**src/rtl/if_bus_ctrl.sv**
```systemverilog
// Instruction-fetch bus controller: turns PC-stage fetch requests into single
// Wishbone classic read cycles, stalls the pipeline while a fetch is in flight,
// holds the fetched word across pipeline stalls, drops responses made stale by
// a flush, and aborts with a one-cycle error pulse if the slave never acks.
module if_bus_ctrl #(
  parameter int TIMEOUT_CYC = 255,
  parameter int TO_W        = 8
) (
  input  logic        clk,
  input  logic        rst,
  input  logic [5:0]  stall_i,
  input  logic        flush_i,
  input  logic        cpu_ce_i,
  input  logic [31:0] cpu_addr_i,
  output logic [31:0] cpu_inst_o,
  output logic        stallreq_o,
  output logic [31:0] wb_adr_o,
  input  logic [31:0] wb_dat_i,
  input  logic        wb_ack_i,
  output logic        wb_cyc_o,
  output logic        wb_stb_o,
  output logic        wb_we_o,
  output logic [3:0]  wb_sel_o,
  output logic        bus_err_o
);

  typedef enum logic [1:0] {
    IDLE       = 2'd0,
    BUSY       = 2'd1,
    WAIT_STALL = 2'd2,
    DRAIN      = 2'd3
  } state_t;

  state_t            state, state_nxt;
  logic              cyc_q, cyc_nxt;
  logic [31:0]       adr_q, adr_nxt;
  logic [31:0]       rd_buf, rd_buf_nxt;
  logic [TO_W-1:0]   to_cnt, to_cnt_nxt;
  logic              bus_err_q, bus_err_nxt;
  logic              to_hit;

  // Last permitted wait cycle: without an ack here the cycle is abandoned.
  assign to_hit = (to_cnt == TO_W'(TIMEOUT_CYC - 1));

  // State and bus-side registers; reset drops the bus cycle immediately.
  always_ff @(posedge clk or posedge rst) begin
    if (rst) begin
      state     <= IDLE;
      cyc_q     <= 1'b0;
      adr_q     <= '0;
      rd_buf    <= '0;
      to_cnt    <= '0;
      bus_err_q <= 1'b0;
    end else begin
      state     <= state_nxt;
      cyc_q     <= cyc_nxt;
      adr_q     <= adr_nxt;
      rd_buf    <= rd_buf_nxt;
      to_cnt    <= to_cnt_nxt;
      bus_err_q <= bus_err_nxt;
    end
  end

  // Next-state, next register values and the combinational CPU-side outputs.
  always_comb begin
    state_nxt   = state;
    cyc_nxt     = cyc_q;
    adr_nxt     = adr_q;
    rd_buf_nxt  = rd_buf;
    to_cnt_nxt  = to_cnt;
    bus_err_nxt = 1'b0;
    stallreq_o  = 1'b0;
    cpu_inst_o  = '0;
    case (state)
      IDLE: begin
        if (cpu_ce_i && !flush_i) begin
          stallreq_o = 1'b1;
          adr_nxt    = cpu_addr_i;
          cyc_nxt    = 1'b1;
          to_cnt_nxt = '0;
          state_nxt  = BUSY;
        end
      end
      BUSY: begin
        stallreq_o = 1'b1;
        if (wb_ack_i && !flush_i) begin
          // Forward the word in the ack cycle so an unstalled pipe loses no cycle.
          cpu_inst_o = wb_dat_i;
          stallreq_o = 1'b0;
          cyc_nxt    = 1'b0;
          rd_buf_nxt = wb_dat_i;
          state_nxt  = (stall_i != '0) ? WAIT_STALL : IDLE;
        end else if (wb_ack_i) begin
          stallreq_o = 1'b0;
          cyc_nxt    = 1'b0;
          state_nxt  = IDLE;
        end else if (flush_i) begin
          // Bus cycle cannot be withdrawn on Wishbone classic; wait it out.
          state_nxt = DRAIN;
        end else if (to_hit) begin
          cyc_nxt     = 1'b0;
          bus_err_nxt = 1'b1;
          state_nxt   = IDLE;
        end else begin
          to_cnt_nxt = to_cnt + TO_W'(1);
        end
      end
      WAIT_STALL: begin
        // Keep presenting the fetched word until the pipeline moves on.
        cpu_inst_o = rd_buf;
        if (flush_i || (stall_i == '0)) begin
          state_nxt = IDLE;
        end
      end
      DRAIN: begin
        stallreq_o = 1'b1;
        if (wb_ack_i) begin
          cyc_nxt   = 1'b0;
          state_nxt = IDLE;
        end else if (to_hit) begin
          cyc_nxt     = 1'b0;
          bus_err_nxt = 1'b1;
          state_nxt   = IDLE;
        end else begin
          to_cnt_nxt = to_cnt + TO_W'(1);
        end
      end
      default: begin
        state_nxt = IDLE;
        cyc_nxt   = 1'b0;
      end
    endcase
  end

  assign wb_cyc_o  = cyc_q;
  assign wb_stb_o  = cyc_q;
  assign wb_adr_o  = adr_q;
  assign wb_we_o   = 1'b0;
  assign wb_sel_o  = 4'hF;
  assign bus_err_o = bus_err_q;

endmodule

```
**config.mk**
```make
export PLATFORM = sky130hd
export DESIGN_NAME = if_bus_ctrl
export DESIGN_NICKNAME = d
export VERILOG_FILES = /design/src/rtl/if_bus_ctrl.sv
export SDC_FILE = /design/constraint.sdc
export NUM_CORES = 1
export LEC_CHECK = 0
export ABC_AREA = 0
export BUFFER_PORTS_ARGS = -buffer_cell sky130_fd_sc_hd__buf_4
export CAP_MARGIN = 20
export CORE_ASPECT_RATIO = 1.4
export CORE_MARGIN = 4
export CORE_UTILIZATION = 44
export DETAILED_ROUTE_END_ITERATION = 10
export PLACE_DENSITY = 0.76
export REMOVE_ABC_BUFFERS = 1
export SETUP_SLACK_MARGIN = 0.05
export SYNTH_ARGS = -nofsm -noshare
export SYNTH_HDL_FRONTEND = slang
export SYNTH_SLANG_ARGS = --single-unit
```
**constraint.sdc**
```tcl
create_clock -name clk -period 2.2 [get_ports clk]
set_input_delay 0.11 -clock clk [delete_from_list [all_inputs] [get_ports clk]]
set_output_delay 0.11 -clock clk [all_outputs]
set_load 0.02 [all_outputs]
```
==> summary.md, run 1 <==
| Metric | Value |
|---|---|
| Status | `completed` |
| Fin nets | `655` |
| Startpoint Class | `register` |
| Setup tns final | `0 ns` |
| Worst EP required | `2.09 ns` |
| Die Area | `9990 sq um` |
| # IOs | `148` |
| RSZ-0062 raised after global routing | `yes` |
| Power Density | `1300 nW/um^2` |
| Fin Hold WS | `0.00474 ns` |
| Slew Viols, Final | `0` |
| Dpl cells | `618` |
| Max cap viols | `0` |
| Critical Path AT | `2.07 ns` |
| DRC errors left | `0` |
| Global-route wire length before repair | `17,100 microns` |
| Detailed Route WL | `11,700 microns` |
| Register bit total from synthesis | `76` |
| Placed Area | `4970 sq um` |
| Post-layout minimum cycle time | `2.18 ns` |
| Rel. slew slack | `0.568` |
| Syn Area/Cell | `9.75 sq um` |
| Global-route usage over all layers | `0.218` |
| Gpl congestion | `0.924` |
| Power Total | `0.00777 W` |
| Iteration-0 DRC Markers | `154` |
| Commonest cells after routing, fill and taps aside | `154 x buf_4, 121 x nand2_1, 75 x dfrtp_1` |
| Clock Skews | `0.00862 ns` |
| Final Hold Viols | `0` |
| GRT overflow | `0` |
| FILL cells | `534` |
| Footprint of the multi-input gates | `1840 sq um` |
| Synth Instances | `381` |
| Post-synth ARST share | `1.00` |
| DPL Wire Length | `6840 microns` |
| Yosys Warn Count | `0` |
| Crit Path Max Fanout | `8` |
| Vias | `3,625` |
| H-Tree Depth | `3` |
| Final Non-Filler Cells | `679` |
| Largest net degree at the start of global routing | `77` |
| CTS buffer count | `9` |
| Fin crit share | `0.992` |
| Register Area | `1900 sq um` |
| Initial antenna violation count | `0` |
| Clock slew at reported path FFs | `0.06 ns` |
| Top FF cell, synth | `dfrtp_1` |
| Number of diodes | `0` |
| Register area share after synthesis | `0.512` |
| Peak Freq | `458 MHz` |
| Leakage power | `2.88 nW` |
| Clock sinks | `76` |
| DR WL/cell | `17.3 microns` |
| Max IR drop VDD | `884 uV` |
| Clock Tree Root | `clkbuf_16` |
| Routed Antenna Nets | `0` |
| Syn-to-layout area delta | `60.7%` |
| Setup CP Type | `register to output pin` |
| CP Capture Type | `output pin` |
| Most common cell after layout, fill and taps aside | `buf_4` |
| Number of vias per cell | `5.34` |
| Post-synth EDFFs | `0` |
| Hold Path Class | `input pin to register` |
| Initial Util | `0.453` |
| Slew of the pin with the lowest slew margin | `0.642 ns` |
| Clock Path Buffers | `2` |
| Later-pin clock latency in the skew report | `0.34 ns` |
| Setup violations, final | `0` |
| CTS tree | `done` |
| Drt first pass iters | `4` |
| Cell area after layout | `5970 sq um` |
| Number of global-route vias before repair | `3,631` |
| PortBufs | `142` |
| Row cnt | `39` |
| Post-Syn Area | `3710 sq um` |
| Netlist cell types | `41` |
| Layout cells sized above 1 | `0.454` |
| Core area | `8200 sq um` |
| Die H | `117 microns` |
| Die extent in x | `85.6 microns` |
-- cell families (layout without fill, tap and decap cells) --
family | after synthesis | count (layout) | share of synthesized area
buf+inv | 33 | 226 | 0.0421
flops | 76 | 76 | 0.512
compound gates | 63 | 63 | 0.126
fa+ha+maj | 8 | 8 | 0.0270
mux | 34 | 34 | 0.102
simple gates | 165 | 165 | 0.188
other cells | 2 | 5 | 0.00202
-- cells in the mapped netlist, types with 4 or more instances --
library cell,count,area [sq um]
a21boi_0,32,240
a21boi_1,4,30.0
a21oi_1,5,25.0
buf_4,6,45.0
clkbuf_1,19,71.3
dfrtp_1,76,1900
ha_1,8,100
inv_1,5,18.8
mux2_2,32,360
nand2_1,134,503
nand2b_1,5,31.3
nand3_1,6,30.0
nor2_1,4,15.0
o31ai_1,6,45.0
or4_1,4,30.0
-- per-layer routing --
| layer | part of all wire | track usage | vias up |
|---|---|---|---|
| li1 | - | - | 1659 |
| met1 | 0.35 | 0.241 | 1753 |
| met2 | 0.54 | 0.384 | 174 |
| met3 | 0.073 | 0.0515 | 39 |
| met4 | 0.041 | 0.119 | 0 |
| met5 | 0 | 0 | - |
-- critical path, cell delays in order (launching register included) --
cell	delay, ns
dfrtp_1	0.42
inv_2	0.12
ha_4	0.15
buf_6	0.10
and3_4	0.29
clkbuf_16	0.19
nand2_1	0.09
a21boi_1	0.19
buf_4	0.18
-- worst paths after layout --
path / from / endpoint / slack [ns] / cells past startpoint
worst max-delay path: state[1] / cpu_inst_o[21] / 0.02 / 8
worst max register to register: state[1] / to_cnt[3] / 0.08 / 6
worst min register to register: rd_buf[12] / rd_buf[12] / 0.48 / 2
max in group asynchronous: rst / state[0] / 1.46 / 4
min in group asynchronous: rst / rd_buf[18] / 0.43 / 4
worst min-delay path: cpu_addr_i[31] / wb_adr_o[31] / 0.005 / 2
-- flip-flops by register name (all words and copies together) (netlist names) --
signal     count
rd_buf        32
bus_err_o      1
wb_cyc_o       1
wb_adr_o      32
to_cnt         8
state          2
-- what timing repair did --
action / 4_1_cts / 5_1_grt
setup endpoints to repair: 39 / 40
pin swaps: 2 / 20
resized for setup: 21 / 65
gates cloned: 1 / 2
hold buffers: 34 / 0
hold endpoints to repair: 109 / 0
buffers inserted: 3 / 5
-- metrics by stage --
stage | utilization | worst slack, ns
finish | 0.728 | 0.0170
global route | 0.728 | -0.00160
CTS | 0.695 | 0.0394
detailed placement | 0.606 | -0.0814
global placement | 0.606 | -0.0179
floorplan | - | -0.173
-- area by class of cell --
| type | instances | share of cell area |
|---|---|---|
| clock buffers | 10 | 0.0384 |
| inverters | 5 | 0.00314 |
| multi-input cells | 275 | 0.308 |
| repair buffers | 205 | 0.296 |
| well taps | 102 | 0.0214 |
| flip-flops and latches | 76 | 0.319 |
| clock inverters | 6 | 0.0147 |
-- power breakdown --
group / switching (W) / internal, W / leakage [nW]
sequential: 0.000368 / 0.00202 / 0.937
combinational: 0.00193 / 0.00186 / 1.78
clock: 0.000584 / 0.000995 / 0.157
total: 0.00289 / 0.00488 / 2.88
Note: power is estimated with default switching activity, not from simulation.
==> run 2: changes to the inputs <==
==> constraint.sdc (replaced) <==
create_clock -name clk -period 2.2 [get_ports clk]
set_input_delay 0.22 -clock clk [delete_from_list [all_inputs] [get_ports clk]]
set_output_delay 0.22 -clock clk [all_outputs]
set_load 0.02 [all_outputs]
==> summary.md, run 2 (synthesized netlist as in run 1, its figures left out) <==
| Metric | Value |
|---|---|
| Status | `completed` |
| # IOs | `148` |
| Die extent in x | `85.6 microns` |
| Initial antenna violation count | `0` |
| Die H | `117 microns` |
| Leakage power | `2.85 nW` |
| Max IR drop VDD | `757 uV` |
| Clock Path Buffers | `2` |
| Max cap viols | `0` |
| Dpl cells | `620` |
| Vias | `3,426` |
| Syn-to-layout area delta | `56.0%` |
| Hold Path Class | `input pin to register` |
| Placed Area | `4970 sq um` |
| Global-route wire length before repair | `15,300 microns` |
| Most common cell after layout, fill and taps aside | `buf_4` |
| Setup violations, final | `0` |
| Die Area | `9990 sq um` |
| RSZ-0062 raised after global routing | `yes` |
| Row cnt | `39` |
| Number of vias per cell | `5.27` |
| Routed Antenna Nets | `0` |
| H-Tree Depth | `3` |
| Cell area after layout | `5790 sq um` |
| Global-route usage over all layers | `0.192` |
| Later-pin clock latency in the skew report | `0.33 ns` |
| Core area | `8200 sq um` |
| Largest net degree at the start of global routing | `38` |
| Initial Util | `0.453` |
| Power Density | `1320 nW/um^2` |
| Peak Freq | `460 MHz` |
| Setup CP Type | `register to output pin` |
| Fin Hold WS | `0.100 ns` |
| Critical Path AT | `1.96 ns` |
| Fin nets | `627` |
| Gpl congestion | `0.848` |
| Slew of the pin with the lowest slew margin | `0.582 ns` |
| Clock sinks | `76` |
| Worst R2R Path Depth | `5` |
| Drt first pass iters | `4` |
| Fin crit share | `0.989` |
| Crit path from | `state[1]` |
| DPL Wire Length | `6720 microns` |
| DRC errors left | `0` |
| Clock Skews | `0.00406 ns` |
| CTS tree | `done` |
| DR WL/cell | `16.0 microns` |
| PortBufs | `142` |
| RR Startpoint | `state[0]` |
| Slew Viols, Final | `0` |
| Clock Tree Root | `clkbuf_16` |
| GRT overflow | `0` |
| Final Non-Filler Cells | `650` |
| Number of global-route vias before repair | `3,388` |
| Final Hold Viols | `0` |
| CP Capture Type | `output pin` |
| Startpoint Class | `register` |
| Clock slew at reported path FFs | `0.06 ns` |
| Commonest cells after routing, fill and taps aside | `149 x buf_4, 109 x nand2_1, 76 x dfrtp_1` |
| Detailed Route WL | `10,400 microns` |
| Layout cells sized above 1 | `0.513` |
| FILL cells | `579` |
| WHS Path Cells | `3` |
| Worst EP required | `1.98 ns` |
| Rel. slew slack | `0.608` |
| Post-layout minimum cycle time | `2.18 ns` |
| Iteration-0 DRC Markers | `185` |
| CTS buffer count | `9` |
| Crit Path Max Fanout | `8` |
| Number of diodes | `0` |
| Hold_sp | `wb_dat_i[7]` |
==> run 2: metrics by stage <==
step | setup TNS, ns | power, W | worst slack, ns | util
5_1_grt | -0.370 | 0.00813 | -0.0472 | 0.707
6_report | 0 | 0.00767 | 0.0245 | 0.707
2_1_floorplan | -6.15 | 0.00424 | -0.283 | -
4_1_cts | 0 | 0.00730 | 0.0216 | 0.655
3_5_place_dp | -0.470 | 0.00567 | -0.111 | 0.607
3_3_place_gp | 0 | 0.00556 | 0.0151 | 0.607
==> run 2: final cells by class <==
cell class | count | area (sq um) | share of cell area
Multi-Input combinational cell | 276 | 1960 | 0.338
Timing Repair Buffer | 176 | 1490 | 0.258
Tap cell | 102 | 128 | 0.0220
Clock inverter | 4 | 50.0 | 0.00864
Inverter | 5 | 18.8 | 0.00324
Clock buffer | 11 | 243 | 0.0419
Sequential cell | 76 | 1900 | 0.328
==> run 2: report_power, final <==
| group | total, W | leakage (nW) | internal (W) | switching, W |
|---|---|---|---|---|
| registers | 0.00237 | 0.938 | 0.00202 | 0.000350 |
| clock network | 0.00144 | 0.138 | 0.000900 | 0.000540 |
| logic | 0.00385 | 1.78 | 0.00191 | 0.00194 |
==> run 2: per-layer routing <==
| layer | share of wire | vias to the layer above | global-route usage |
|---|---|---|---|
| li1 | - | 1601 | - |
| met5 | 0 | - | 0 |
| met2 | 0.53 | 157 | 0.332 |
| met3 | 0.089 | 19 | 0.0656 |
| met1 | 0.36 | 1649 | 0.216 |
| met4 | 0.022 | 0 | 0.0771 |
==> run 2: critical path, stage by stage (launching register included) <==
cell	delay [ns]
dfrtp_1	0.41
inv_2	0.10
ha_4	0.14
buf_6	0.10
and3_4	0.28
clkbuf_16	0.20
nand2_4	0.05
a21boi_1	0.16
buf_4	0.17
==> run 2: worst paths after layout <==
| kind | endpoint | slack, ns |
|---|---|---|
| hold reg to reg | rd_buf[17] | 0.48 |
| min in group asynchronous | wb_adr_o[29] | 0.45 |
| setup / recovery | cpu_inst_o[27] | 0.02 |
| max in group asynchronous | wb_adr_o[2] | 1.11 |
| hold / removal | rd_buf[7] | 0.10 |
| setup reg to reg | to_cnt[4] | 0.12 |
==> run 2: repair_timing <==
action	in CTS	in global routing
endpoints found under the setup margin	39	39
hold buffers	1	0
gates cloned	2	2
gates resized for setup	16	112
setup buffers	4	6
pin swaps	3	38
hold endpoints to repair	16	0
==> run 3: changes to the inputs <==
MAX_ROUTING_LAYER = met4   (was default)
==> summary.md, run 3 (synthesized netlist as in run 1, its figures left out) <==
| Metric | Value |
|---|---|
| Number of diodes | `0` |
| Gpl congestion | `0.861` |
| Clock Tree Root | `clkbuf_16` |
| DPL Wire Length | `6720 microns` |
| Setup tns final | `0 ns` |
| Core Util, Final | `0.708` |
| Setup slack after layout | `0.0138 ns` |
| Clock sinks | `76` |
| Critical Path AT | `1.97 ns` |
| Leakage power | `2.86 nW` |
| Switching part of the total | `0.370` |
| Startpoint Class | `register` |
| Global-route usage over all layers | `0.197` |
| Footprint of the multi-input gates | `1960 sq um` |
| Clock Path Buffers | `2` |
| Post-layout minimum cycle time | `2.19 ns` |
| Slew of the pin with the lowest slew margin | `0.588 ns` |
| Setup violations, final | `0` |
| Later-pin clock latency in the skew report | `0.33 ns` |
| Dpl ws | `-0.111 ns` |
| Crit path cell chain | `inv_2 -> ha_4 -> buf_6 -> and3_4 -> clkbuf_16 -> nand2_4 -> a21boi_1 -> buf_4` |
| GRT overflow | `0` |
| Clock Skews | `0.00436 ns` |
| Max cap viols | `0` |
| Slowest cell on crit path | `dfrtp_1` |
| # IOs | `148` |
| Switching pwr | `0.00285 W` |
| Core area | `8200 sq um` |
| Setup CP Type | `register to output pin` |
| Die H | `117 microns` |
| Iteration-0 DRC Markers | `218` |
| Detailed Route WL | `10,700 microns` |
| CTS tree | `done` |
| Clock power share | `0.188` |
| Crit-path max cell delay | `0.41 ns` |
| Die extent in x | `85.6 microns` |
| Clock slew at reported path FFs | `0.06 ns` |
| Number of global-route vias before repair | `3,394` |
| Rel. slew slack | `0.604` |
| PortBufs | `142` |
| Sequential Power Share | `0.309` |
| Global-route wire length before repair | `15,300 microns` |
| Drt first pass iters | `5` |
| Register Area | `1900 sq um` |
| Peak Freq | `457 MHz` |
| DR WL/cell | `16.4 microns` |
| Syn-to-layout area delta | `56.3%` |
| Power Density | `1320 nW/um^2` |
| Fin nets | `628` |
| Final Hold Viols | `0` |
| Worst EP required | `1.98 ns` |
| H-Tree Depth | `3` |
| Placed Area | `4970 sq um` |
| Worst R2R Path Depth | `5` |
| Die Area | `9990 sq um` |
| Vias | `3,460` |
| Number of vias per cell | `5.31` |
| Row cnt | `39` |
| CP Capture Type | `output pin` |
| Initial antenna violation count | `0` |
| Routed Antenna Nets | `0` |
| Pint | `0.00484 W` |
| Hold Path Class | `input pin to register` |
| Most common cell after layout, fill and taps aside | `buf_4` |
| Power Total | `0.00768 W` |
| WHS Path Cells | `3` |
| FILL cells | `579` |
| Crit Path Max Fanout | `8` |
| CTS buffer count | `9` |
| Commonest cells after routing, fill and taps aside | `149 x buf_4, 109 x nand2_1, 76 x dfrtp_1` |
| RSZ-0062 raised after global routing | `yes` |
| Slew Viols, Final | `0` |
| Cell area after layout | `5800 sq um` |
| Largest net degree at the start of global routing | `38` |
| Status | `completed` |
| Fin crit share | `0.994` |
| Max IR drop VDD | `755 uV` |
| Logic gate share of total power | `0.503` |
| Layout cells sized above 1 | `0.512` |
| Initial Util | `0.453` |
| DRC errors left | `0` |
[run 3: worst max-delay path, delay by kind of cell, from the launching register on]
| family | cells | cell delay (ns) |
|---|---|---|
| compound gates | 1 | 0.16 |
| fa+ha+maj | 1 | 0.15 |
| buf+inv | 4 | 0.58 |
| flops | 1 | 0.41 |
| simple gates | 2 | 0.33 |
[run 3: worst paths after layout]
check	from	to	slack (ns)
setup / recovery	state[1]	cpu_inst_o[27]	0.01
hold / removal	wb_dat_i[8]	rd_buf[8]	0.1
setup reg to reg	state[0]	to_cnt[4]	0.12
hold reg to reg	rd_buf[31]	rd_buf[31]	0.48
max in group asynchronous	rst	wb_adr_o[2]	1.12
min in group asynchronous	rst	wb_adr_o[12]	0.44
[run 3: cell type report]
type	instances	area share
Tap cell	102	0.0220
Timing Repair Buffer	177	0.259
Clock buffer	11	0.0418
Multi-Input combinational cell	276	0.338
Inverter	5	0.00323
Sequential cell	76	0.328
Clock inverter	4	0.00862
[run 3: timing repair]
item                                    4_1_cts  5_1_grt
hold buffers                                  1        0
pin swaps                                     3       41
endpoints found under the setup margin       39       39
gates cloned                                  2        2
setup buffers                                 4        7
endpoints found under the hold margin        16        0
resized for setup                            16      113
[run 3: per-stage QoR]
stage,hold slack [ns],cells
floorplan,0.291,356
global placement,0.238,620
detailed placement,0.245,620
CTS,0.0861,642
global route,0.0986,651
finish,0.0983,651
[run 3: routing by layer]
metal	GRT usage	routed length [microns]
met5	-	0
met4	0.0771	274
met3	0.0565	884
met2	0.332	5620
met1	0.222	3920
[run 3: power groups by stage]
stage	Sequential [W]	Combinational, W	Clock (W)
after floorplan	0.00272	0.00152	0
after global placement	0.00233	0.00322	0
after detailed placement	0.00237	0.00330	0
after CTS	0.00236	0.00346	0.00148
after global routing	0.00245	0.00415	0.00153
final	0.00238	0.00386	0.00144
